### src/rtl/read_return_demux_pkg.sv
// Shared constants for the two-master SDRAM read path: master select encoding,
// default tag FIFO depth and pointer/count width helpers.
package read_return_demux_pkg;

   // Request mux Sel encoding, shared with the request side.
   localparam logic MASTER1_SEL = 1'b1;
   localparam logic MASTER2_SEL = 1'b0;

   localparam int DEFAULT_DEPTH = 4;

   function automatic int ptr_w(input int depth);
      return $clog2(depth);
   endfunction

   // Count must represent 0..depth inclusive.
   function automatic int cnt_w(input int depth);
      return $clog2(depth + 1);
   endfunction

endpackage

### src/rtl/read_return_demux_tag_fifo.sv
// In-order 1-bit tag FIFO recording which master issued each outstanding read.
// Pushes into a full FIFO and pops from an empty one are ignored.
module tag_fifo
   import read_return_demux_pkg::*;
#(
   parameter int DEPTH = DEFAULT_DEPTH
) (
   input  logic                    clk,
   input  logic                    rst_n,
   input  logic                    push,
   input  logic                    push_tag,
   input  logic                    pop,
   output logic                    head_tag,
   output logic [cnt_w(DEPTH)-1:0] count,
   output logic                    full,
   output logic                    empty
);

   localparam int PTR_W = ptr_w(DEPTH);
   localparam int CNT_W = cnt_w(DEPTH);

   logic [DEPTH-1:0] mem_q, mem_d;
   logic [PTR_W-1:0] wr_ptr_q, wr_ptr_d;
   logic [PTR_W-1:0] rd_ptr_q, rd_ptr_d;
   logic [CNT_W-1:0] cnt_q, cnt_d;
   logic             do_push, do_pop;

   assign full     = (cnt_q == CNT_W'(DEPTH));
   assign empty    = (cnt_q == '0);
   assign count    = cnt_q;
   assign head_tag = mem_q[rd_ptr_q];

   assign do_push = push && !full;
   assign do_pop  = pop && !empty;

   // Pointers wrap naturally because DEPTH is a power of two.
   always_comb begin
      mem_d    = mem_q;
      wr_ptr_d = wr_ptr_q;
      rd_ptr_d = rd_ptr_q;
      cnt_d    = cnt_q;
      if (do_push) begin
         mem_d[wr_ptr_q] = push_tag;
         wr_ptr_d        = wr_ptr_q + PTR_W'(1);
      end
      if (do_pop) begin
         rd_ptr_d = rd_ptr_q + PTR_W'(1);
      end
      case ({do_push, do_pop})
         2'b10:   cnt_d = cnt_q + CNT_W'(1);
         2'b01:   cnt_d = cnt_q - CNT_W'(1);
         default: cnt_d = cnt_q;
      endcase
   end

   always_ff @(posedge clk or negedge rst_n) begin
      if (!rst_n) begin
         mem_q    <= '0;
         wr_ptr_q <= '0;
         rd_ptr_q <= '0;
         cnt_q    <= '0;
      end else begin
         mem_q    <= mem_d;
         wr_ptr_q <= wr_ptr_d;
         rd_ptr_q <= rd_ptr_d;
         cnt_q    <= cnt_d;
      end
   end

endmodule

### src/rtl/read_return_demux.sv
// Return-path demux: steers SDRAM read data to the master that issued the read.
// Define READ_RETURN_ERRCHK_EN to build the sticky protocol-error flag.
module read_return_demux
   import read_return_demux_pkg::*;
#(
   parameter int BITWIDTH = 8,
   parameter int DEPTH    = DEFAULT_DEPTH
) (
   input  logic                    Clk,
   input  logic                    Rst_n,
   input  logic                    ReqValid,
   input  logic                    ReqSel,
   output logic                    ReqReady,
   input  logic                    RdValid,
   input  logic [BITWIDTH-1:0]     RdData,
   output logic                    Out1Valid,
   output logic [BITWIDTH-1:0]     Out1Data,
   output logic                    Out2Valid,
   output logic [BITWIDTH-1:0]     Out2Data,
   output logic [cnt_w(DEPTH)-1:0] Outstanding,
   output logic                    Error
);

   logic                    req_push;
   logic                    rd_pop;
   logic                    head_tag;
   logic                    fifo_full;
   logic                    fifo_empty;
   logic [cnt_w(DEPTH)-1:0] fifo_count;

   logic                    out1_valid_q, out1_valid_d;
   logic [BITWIDTH-1:0]     out1_data_q, out1_data_d;
   logic                    out2_valid_q, out2_valid_d;
   logic [BITWIDTH-1:0]     out2_data_q, out2_data_d;

   // Ready depends only on occupancy, so there is no ReqValid -> ReqReady path.
   assign ReqReady = !fifo_full;
   assign req_push = ReqValid && ReqReady;
   assign rd_pop   = RdValid && !fifo_empty;

   tag_fifo #(
      .DEPTH(DEPTH)
   ) u_tag_fifo (
      .clk     (Clk),
      .rst_n   (Rst_n),
      .push    (req_push),
      .push_tag(ReqSel),
      .pop     (rd_pop),
      .head_tag(head_tag),
      .count   (fifo_count),
      .full    (fifo_full),
      .empty   (fifo_empty)
   );

   assign Outstanding = fifo_count;

   always_comb begin
      out1_valid_d = rd_pop && (head_tag == MASTER1_SEL);
      out2_valid_d = rd_pop && (head_tag == MASTER2_SEL);
      out1_data_d  = out1_valid_d ? RdData : out1_data_q;
      out2_data_d  = out2_valid_d ? RdData : out2_data_q;
   end

   always_ff @(posedge Clk or negedge Rst_n) begin
      if (!Rst_n) begin
         out1_valid_q <= 1'b0;
         out1_data_q  <= '0;
         out2_valid_q <= 1'b0;
         out2_data_q  <= '0;
      end else begin
         out1_valid_q <= out1_valid_d;
         out1_data_q  <= out1_data_d;
         out2_valid_q <= out2_valid_d;
         out2_data_q  <= out2_data_d;
      end
   end

   assign Out1Valid = out1_valid_q;
   assign Out1Data  = out1_data_q;
   assign Out2Valid = out2_valid_q;
   assign Out2Data  = out2_data_q;

`ifdef READ_RETURN_ERRCHK_EN
   logic error_q, error_d;

   // Sticky: overflow (request while not ready) or underflow (data while empty).
   always_comb begin
      error_d = error_q
              | (ReqValid && !ReqReady)
              | (RdValid && fifo_empty);
   end

   always_ff @(posedge Clk or negedge Rst_n) begin
      if (!Rst_n) begin
         error_q <= 1'b0;
      end else begin
         error_q <= error_d;
      end
   end

   assign Error = error_q;
`else
   assign Error = 1'b0;
`endif

endmodule

### config.mk
export PLATFORM = sky130hd
export DESIGN_NAME = read_return_demux
export DESIGN_NICKNAME = d
export VERILOG_FILES = /design/src/rtl/read_return_demux_pkg.sv /design/src/rtl/read_return_demux_tag_fifo.sv /design/src/rtl/read_return_demux.sv
export SDC_FILE = /design/constraint.sdc
export NUM_CORES = 1
export LEC_CHECK = 0
export CAP_MARGIN = 15
export CORE_ASPECT_RATIO = 0.6
export CORE_UTILIZATION = 30
export DETAILED_ROUTE_END_ITERATION = 7
export HOLD_SLACK_MARGIN = 0.15
export PLACE_DENSITY = 0.53
export REMOVE_ABC_BUFFERS = 1
export SLEW_MARGIN = 20
export SYNTH_ARGS = -nofsm -noshare
export SYNTH_HDL_FRONTEND = slang
export SYNTH_HIERARCHICAL = 1
export SYNTH_SLANG_ARGS = --single-unit
### constraint.sdc
create_clock -name Clk -period 6.05 [get_ports Clk]
set_input_delay 1.21 -clock Clk [delete_from_list [all_inputs] [get_ports Clk]]
set_output_delay 1.21 -clock Clk [all_outputs]
set_load 0.1 [all_outputs]
## Word-level counts from Yosys, hierarchy flattened

Cells that the tools add are included.

- Logic and storage cells: 36
- Output and inout bits: 23
- Memories kept: 0
- ROM bits: 0
- Input bits: 13
- Memory bits (writable): 0
- Bits in latches: 0
- Bits in registers: 29

- Bitwise gates (word level): 1
- Muxes and demuxes: 6
- Eq/ne operators: 3
- Reduce and logical (&&, ||, !) cells: 11
- $add $sub $neg: 4
- Div/mod/pow operators: 0
- Multipliers: 0
- Order comparisons: 3
- Shift operators: 0

Operator list:

| operator | number |
|---|---|
| 1-bit logical AND | 7 |
| 2-bit by 3-bit less-than comparator with 1-bit output (second input constant) | 2 |
| 3-bit one-hot mux with 2 select lines | 1 |
| 2-bit by 1-bit adder with 2-bit output (second input constant) | 2 |
| 4-bit bitwise mux | 1 |
| 3-bit by 1-bit adder with 3-bit output (second input constant) | 1 |
| 3-bit equality test (second input constant) | 1 |
| 3-bit logical NOT | 1 |
| 3-bit by 1-bit subtractor with 3-bit output (second input constant) | 1 |
| 1-bit binary-select mux with 2-bit select | 1 |
| 1-bit demux with 2-bit select | 1 |
| 2-bit by 1-bit equality test with 1-bit output (second input constant) | 1 |
| 2-bit equality test (second input constant) | 1 |
| 2-bit by 1-bit >= comparator with 1-bit output (second input constant) | 1 |
| 1-bit logical NOT | 2 |
| 1-bit two-way mux | 2 |
| 2-bit nonzero test | 1 |
| 1-bit NOT | 1 |

## Depth between registers and ports, before layout

Gate-level depths: netlist of the first run.

- Depth in word-level cells: 6
- Mapped depth: 10
- Depth with buffers taken out: 9

## Modules after synthesis

The synthesis of the first run kept the hierarchy.

By module, submodules not included:

| module | cells each | instances | sequential area each (sq um) | area each (sq um) |
|---|---|---|---|---|
| read_return_demux | 43 | 1 | 450.4 | 705.7 |
| tag_fifo | 54 | 1 | 275.3 | 605.6 |

## Worst setup path after synthesis of the first run

No wires, ideal clock.

- Kind: register to output
- Start point: reg u_tag_fifo.cnt_q[2], in the netlist u_tag_fifo/count[2]
- End point: out ReqReady
- Setup slack: 3,070 ps
- Buffers on the path: 0
- Required time: 4,840 ps
- Arrival time: 1,770 ps
- Stages on the path, launching flop included: 3
- Cell sequence: dfrtp_1 > nor3b_4 > inv_1

- Word-level cells in the longest chain between the ends: 2

Ends and longest elaborated chain:

| element | line | text |
|---|---|---|
| from (decl) | read_return_demux_tag_fifo.sv:25 | `logic [CNT_W-1:0] cnt_q, cnt_d;` |
| from (signal assigned) | read_return_demux_tag_fifo.sv:66 | `cnt_q <= cnt_d;` |
| 3-bit equality test | read_return_demux_tag_fifo.sv:28 | `assign full = (cnt_q == CNT_W'(DEPTH));` |
| named net fifo_full | read_return_demux.sv:27 | `logic fifo_full;` |
| 1-bit logical NOT | read_return_demux.sv:37 | `assign ReqReady = !fifo_full;` |
| to (decl) | read_return_demux.sv:13 | `output logic ReqReady,` |

The timed path passes the listed nets, and every way through them passes these cells.

## Worst setup path in the final report of the first run

- Start point: reg u_tag_fifo.cnt_q[0], in the netlist u_tag_fifo/count[0]
- End point: out ReqReady

Same word-level chain as after synthesis.

==> run summary, run 1 <==
DP Wirelength = 1870 um
Slew at the pin closest to its max-slew limit = 0.995 ns
Synth cell types = 23
Rows = 18
Ant. Diodes = 0
CTS sink count = 29
Via/cell ratio = 4.22
Crit path DAT = 2.13 ns
Clk buf depth = 2
CP max stage delay = 0.97 ns
Synth Area per Inst = 13.5 sq um
CTS clock-pin slew for the worst setup and hold paths = 0.06 ns
Final setup TNS = 0 ns
Most frequent cells in the layout = clkdlybuf4s50_1 (34), dfrtp_1 (29), mux2_2 (16)
Share of cells above drive strength 1 = 21.3%
Final Wtd Congestion = 0.686
Routed len/inst = 13.1 um
CP Max Fanout = 7
Worst path bufs/invs = 2
Commonest non-fill, non-tap cell in the layout = clkdlybuf4s50_1
Setup CP Type = reg2out
Die height = 53.2 um
Post-CTS Setup Bufs = 0
GRT Util Overall = 13.0%
Initial antenna violation count = 0
Period utilisation layout = 55.2%
GRT overflow = 0
Post-Syn Area = 1310 sq um
Core area = 4140 sq um
Req. time, crit path = 4.84 ns
Layout net count = 155
Pre-antenna DRT Iters = 4
CP max-delay cell = clkdlybuf4s50_1
Top delay family on crit path = buffers and inverters
Synth Register Bits = 29
Skew-Pair Late Insertion Delay = 0.28 ns
CTS buffer count = 5
Synth area leader = dfrtp_1
CTS tree = done
Cells after Synth = 97
Fin crit period = 3.34 ns
CP Launch Type = flop
Layout Cell Area excl Fill = 1790 sq um
CTS-repair resized insts = 0
Area of the multi-input gates = 529 sq um
Area Overhead vs Synth = 36.5%
Die area = 4650 sq um
Antenna-violating nets left = 0
Buffers on Ports = 34
H-tree depth = 2
Critical path cell sequence = nor3b_4 > inv_1 > clkdlybuf4s50_1
Seq/Total Area, Yosys = 55.3%
DRT iter0 DRCs = 43
Hold Vio Cnt, Final = 0
Skew final = 0.00359 ns
DP Area = 1700 sq um
Final setup violation count = 0
Die Wd = 87.4 um
CP endpoint kind = primary output
Starting Density = 31.6%
Min-Delay Path Class = reg2reg
Util after Layout = 43.2%
Area share of the largest cell type after synthesis = 55.3%
Yosys warnings = 6
Max-cap check violation count = 0
Num ports = 36
CTS hold repair buffers = 0
Via count = 828
Sequential Area = 726 sq um
Vias in the first global route = 816
Global-route wire length before repair = 4150 um
# DRC = 0
Non-Filler Instances = 196
CTS root buf = clkbuf_8
Final Slew Violations = 0
Final WL = 2560 um
Slew headroom = 33.5%
Status = finished, final reports clean
Fmax = 299 MHz
Placed cells = 189
Synth top area cells = dfrtp_1 (55%), mux2_2 (14%), ha_1 (4.8%), o21ai_0 (3.1%), nand2_1 (2.6%)
# fillers = 386
RSZ-0062 raised after global routing = false
Largest net degree at the start of global routing = 30
## cell families after synthesis
| logic type | synth area share, % |
|---|---|
| flip-flops | 55.3 |
| AO/OA/AOI/OAI | 3.82 |
| other | 0.286 |
| adder cells (fa/ha/maj) | 6.30 |
| multiplexers | 17.4 |
| XOR/XNOR | 4.01 |
| AND/OR/NAND/NOR | 8.59 |
| buffers and inverters | 4.29 |
## flip-flops by register name, summed over array words and instances (netlist names)
signal and count:
Out1Data 8, Out1Valid 1, Out2Data 8, Out2Valid 1, u_tag_fifo/count 3, u_tag_fifo/mem_q 4
u_tag_fifo/rd_ptr_q 2, u_tag_fifo/wr_ptr_q 2
## final cells by class
class / count / area share, %
tap: 60 / 4.19
clock buffer: 7 / 4.82
inverter: 7 / 1.47
sequential: 29 / 40.5
timing repair buffer: 35 / 19.4
multi-input combinational: 58 / 29.6
## layer usage
metal | global-route usage, % | vias to the layer above | part of all wire (%)
li1 | - | 397 | -
met1 | 17.9 | 396 | 51
met2 | 16.7 | 30 | 40
met3 | 4.99 | 5 | 7.3
met4 | 8.20 | 0 | 1.2
met5 | 0 | - | 0
## Yosys cell counts
cell,n
dfrtp_1,29
mux2_2,16
nand2_1,9
o21ai_0,8
inv_1,7
ha_1,5
xnor2_1,3
xor2_1,3
buf_6,2
nor2b_1,2
buf_4,1
conb_1,1
fa_1,1
mux2_4,1
mux2i_1,1
mux4_2,1
nand2b_1,1
nand3b_4,1
nor2_1,1
nor3_1,1
nor3b_2,1
nor3b_4,1
o31a_2,1
## per-stage QoR
| step | worst slack, ns | hold WS, ns |
|---|---|---|
| final | 2.71 | 0.496 |
| after global routing | 2.64 | 0.523 |
| after CTS | 2.69 | 0.498 |
| after detailed placement | 2.78 | 0.490 |
| after global placement | 2.89 | 0.483 |
| after floorplan | 3.07 | 0.453 |
## path summary, 6_finish.rpt
path	from	endpoint	slack, ns	cells past startpoint
setup / recovery	u_tag_fifo/count[0]	ReqReady	2.71	3
min in group asynchronous	Rst_n	u_tag_fifo/mem_q[0]	1.32	2
hold reg to reg	u_tag_fifo/rd_ptr_q[1]	u_tag_fifo/rd_ptr_q[1]	0.50	1
hold / removal	u_tag_fifo/rd_ptr_q[1]	u_tag_fifo/rd_ptr_q[1]	0.50	1
max in group asynchronous	Rst_n	u_tag_fifo/count[0]	4.45	2
setup reg to reg	u_tag_fifo/count[0]	u_tag_fifo/count[2]	3.61	9
## worst register-to-register path: stages, from the launching register on
cell and delay (ns):
dfrtp_1 0.47, nor3b_4 0.35, nor2b_1 0.16, nand2b_1 0.26, ha_1 0.25, inv_1 0.06, fa_1 0.38, xor2_1 0.15
nor2_1 0.13, xor2_1 0.16
Power of run 1 is left out: the tool's default activity adds up to more than one toggle a clock period on the data nets, which glitch-free logic cannot reach.
==> inputs of run 2 (changes only) <==
- clock period: 6.05 -> 3.2 ns (I/O delays scaled with it)
==> run summary, run 2 (synthesis results as in run 1) <==
Via/cell ratio = 4.29
Rows = 18
CP endpoint kind = flop
CTS hold repair buffers = 0
Routed len/inst = 13.2 um
Req. time, crit path = 3.39 ns
Skew final = 0.00314 ns
Fin crit period = 2.43 ns
Share of cells above drive strength 1 = 39.1%
Starting Density = 31.6%
RSZ-0062 raised after global routing = false
Die area = 4650 sq um
Non-Filler Instances = 198
Ant. Diodes = 0
DP Wirelength = 1990 um
H-tree depth = 2
# DRC = 0
Final WL = 2610 um
Max-cap check violation count = 0
Core area = 4140 sq um
Antenna-violating nets left = 0
DRT iter0 DRCs = 54
Layout net count = 156
Most frequent cells in the layout = dfrtp_1 (29), buf_4 (24), mux2_2 (16)
GRT overflow = 0
Initial antenna violation count = 0
Hold Vio Cnt, Final = 0
CTS clock-pin slew for the worst setup and hold paths = 0.06 ns
Vias in the first global route = 846
Min-Delay Path Class = reg2reg
Final Slew Violations = 0
Cell mode on critical path = xor2_1
Global-route wire length before repair = 4300 um
Pre-antenna DRT Iters = 4
Hold Worst Slack = 0.502 ns
Crit path DAT = 2.62 ns
Area Overhead vs Synth = 34.1%
Period utilisation layout = 76.0%
Via count = 850
CTS-repair resized insts = 0
CTS tree = done
CP max stage delay = 0.47 ns
Buffers on Ports = 34
Final setup violation count = 0
Num ports = 36
Die Wd = 87.4 um
Post-CTS Setup Bufs = 0
Commonest non-fill, non-tap cell in the layout = dfrtp_1
CTS buffer count = 5
Top delay family on crit path = simple AND/OR/NAND/NOR gates
CTS root buf = clkbuf_8
# fillers = 415
Placed cells = 190
Die height = 53.2 um
Status = finished, final reports clean
Largest net degree at the start of global routing = 30
CTS sink count = 29
CP max-delay cell = dfrtp_1
Final Wtd Congestion = 0.796
CP Max Fanout = 7
Util after Layout = 42.4%
Worst path bufs/invs = 1
Clk buf depth = 2
Critical path cell sequence = nor3b_4 > nor2b_1 > nand2b_1 > ha_1 > inv_1 > fa_1 > xor2_1 > nor2_1 > xor2_1
Fmax = 411 MHz
CP Launch Type = flop
Final setup TNS = 0 ns
GRT Util Overall = 13.5%
Setup CP Type = reg2reg
Skew-Pair Late Insertion Delay = 0.27 ns
==> run 2: cell count changes in the layout (fill, tap and decap cells not counted), sizes merged <==
cell	change
buf	+23
clkdlybuf4s50	-22
clkinv	+1
==> run 2: metrics by stage <==
step / area (sq um) / worst slack, ns
after detailed placement: 1660 / 0.480
after global placement: 1660 / 0.599
after global routing: 1760 / 0.533
final: 1760 / 0.768
after CTS: 1760 / 0.704
after floorplan: 1280 / 0.427
==> run 2: layout make-up <==
cell class	count	area [sq um]	area share (%)
repair buffers	36	300	17.1
inverters	7	26.3	1.49
clock buffers	7	96.3	5.48
clock inverters	1	5.00	0.285
multi-input cells	58	529	30.1
flip-flops and latches	29	726	41.3
well taps	60	75.1	4.27
==> run 2: worst reg2reg max path, delay by kind of cell (launching register included) <==
kind	cells	cell delay, ns
simple gates	4	0.88
buf+inv	1	0.06
flops	1	0.47
xor+xnor	2	0.32
fa+ha+maj	2	0.62
==> run 2: worst paths after layout <==
| check | startpoint | endpoint | slack [ns] | depth (start not counted) |
|---|---|---|---|---|
| min reg2reg | u_tag_fifo/rd_ptr_q[1] | u_tag_fifo/rd_ptr_q[1] | 0.50 | 1 |
| max reg2reg | u_tag_fifo/count[0] | u_tag_fifo/count[2] | 0.77 | 9 |
| max | u_tag_fifo/count[0] | u_tag_fifo/count[2] | 0.77 | 9 |
| min in group asynchronous | Rst_n | u_tag_fifo/mem_q[0] | 0.74 | 2 |
| max in group asynchronous | Rst_n | Out1Data[3] | 2.18 | 2 |
| min | u_tag_fifo/rd_ptr_q[1] | u_tag_fifo/rd_ptr_q[1] | 0.50 | 1 |
==> run 2: routing by layer <==
layer / wire length (um) / global-route usage, % / vias to the layer above
met5: 0 / 0 / -
met4: 28 / 7.38 / 0
met2: 1090 / 19.0 / 30
met1: 1310 / 17.6 / 419
met3: 186 / 5.30 / 2
li1: - / - / 399
Power of run 2 is left out for the same reason.
==> inputs of run 3 (changes only) <==
- clock period: 3.2 -> 2.5 ns (I/O delays scaled with it)
==> run summary, run 3 (synthesis results as in run 1) <==
DP Wirelength = 2040 um
Placed cells = 192
Setup CP Type = reg2reg
Starting Density = 31.6%
Area Overhead vs Synth = 34.1%
Fin crit period = 2.28 ns
Clk buf depth = 2
CTS root buf = clkbuf_8
CTS buffer count = 5
CTS tree = done
Final WL = 2680 um
GRT Util Overall = 13.6%
Die Wd = 87.4 um
Routed len/inst = 13.5 um
CTS clock-pin slew for the worst setup and hold paths = 0.06 ns
Buffers on Ports = 34
Critical path cell sequence = nor3b_4 > nor2b_1 > nand2b_1 > ha_1 > inv_1 > fa_1 > xor2_1 > nor2_1 > xor2_1
Hold Vio Cnt, Final = 0
Top delay family on crit path = simple AND/OR/NAND/NOR gates
CP max stage delay = 0.46 ns
GRT overflow = 0
CTS-repair resized insts = 0
Core area = 4140 sq um
CP Max Fanout = 7
Rows = 18
Commonest non-fill, non-tap cell in the layout = dfrtp_1
Dpl ws = 0.0208 ns
H-tree depth = 2
Req. time, crit path = 2.69 ns
Final setup TNS = 0 ns
DRT iter0 DRCs = 35
Skew-Pair Late Insertion Delay = 0.27 ns
Most frequent cells in the layout = dfrtp_1 (29), buf_4 (26), mux2_2 (16)
Status = finished, final reports clean
Vias in the first global route = 877
CTS sink count = 29
Die height = 53.2 um
# fillers = 411
Fmax = 439 MHz
CP Launch Type = flop
# DRC = 0
Num ports = 36
Min-Delay Path Class = reg2reg
Share of cells above drive strength 1 = 38.8%
Crit path DAT = 2.47 ns
Antenna-violating nets left = 0
Cell mode on critical path = xor2_1
Pre-antenna DRT Iters = 6
Post-CTS Setup Bufs = 0
CP max-delay cell = dfrtp_1
Via count = 845
Via/cell ratio = 4.25
Non-Filler Instances = 199
Worst path bufs/invs = 1
Die area = 4650 sq um
Layout net count = 158
Final setup violation count = 0
Period utilisation layout = 91.0%
CTS hold repair buffers = 0
CP endpoint kind = flop
Final Slew Violations = 0
Global-route wire length before repair = 4440 um
Largest net degree at the start of global routing = 30
Setup ws final = 0.224 ns
Ant. Diodes = 0
Initial antenna violation count = 0
Final Wtd Congestion = 0.746
RSZ-0062 raised after global routing = false
Max-cap check violation count = 0
Skew final = 0.00487 ns
==> run 3: area by class of cell <==
| type | count | area [sq um] | share of cell area, % |
|---|---|---|---|
| Sequential cell | 29 | 726 | 41.3 |
| Multi-Input combinational cell | 58 | 529 | 30.1 |
| Timing Repair Buffer | 38 | 315 | 17.9 |
| Clock buffer | 7 | 86.3 | 4.91 |
| Tap cell | 60 | 75.1 | 4.27 |
| Inverter | 7 | 26.3 | 1.49 |
==> run 3: per-layer routing <==
metal | vias to the layer above | track usage, % | wire [um] | part of all wire (%)
met5 | - | 0 | 0 | 0
li1 | 404 | - | - | -
met1 | 408 | 18.0 | 1370 | 51
met4 | 0 | 6.56 | 41 | 1.5
met2 | 28 | 20.2 | 1110 | 41
met3 | 5 | 4.21 | 159 | 5.9
==> run 3: worst paths after layout <==
check | start | end | slack (ns) | cells after the start
worst min-delay path | u_tag_fifo/rd_ptr_q[1] | u_tag_fifo/rd_ptr_q[1] | 0.50 | 1
worst max register to register | u_tag_fifo/count[1] | u_tag_fifo/count[2] | 0.22 | 9
min in group asynchronous | Rst_n | Out1Data[5] | 0.61 | 2
worst max-delay path | u_tag_fifo/count[1] | u_tag_fifo/count[2] | 0.22 | 9
max in group asynchronous | Rst_n | u_tag_fifo/mem_q[2] | 1.61 | 2
worst min register to register | u_tag_fifo/rd_ptr_q[1] | u_tag_fifo/rd_ptr_q[1] | 0.50 | 1
==> run 3: stage by stage <==
step | util (%) | cell area [sq um] | hold WS (ns)
global placement | 40.3 | 1670 | 0.482
CTS | 42.4 | 1760 | 0.499
finish | 42.4 | 1760 | 0.501
global route | 42.4 | 1760 | 0.517
floorplan | - | 1280 | 0.204
detailed placement | 40.3 | 1670 | 0.490
==> run 3: worst register-to-register path: stages (launching register included) <==
cell and delay [ns]:
dfrtp_1 0.46, nor3b_4 0.35, nor2b_1 0.17, nand2b_1 0.14, ha_1 0.21, inv_1 0.07
fa_1 0.38, xor2_1 0.15, nor2_1 0.12, xor2_1 0.16
Power of run 3 is left out for the same reason.
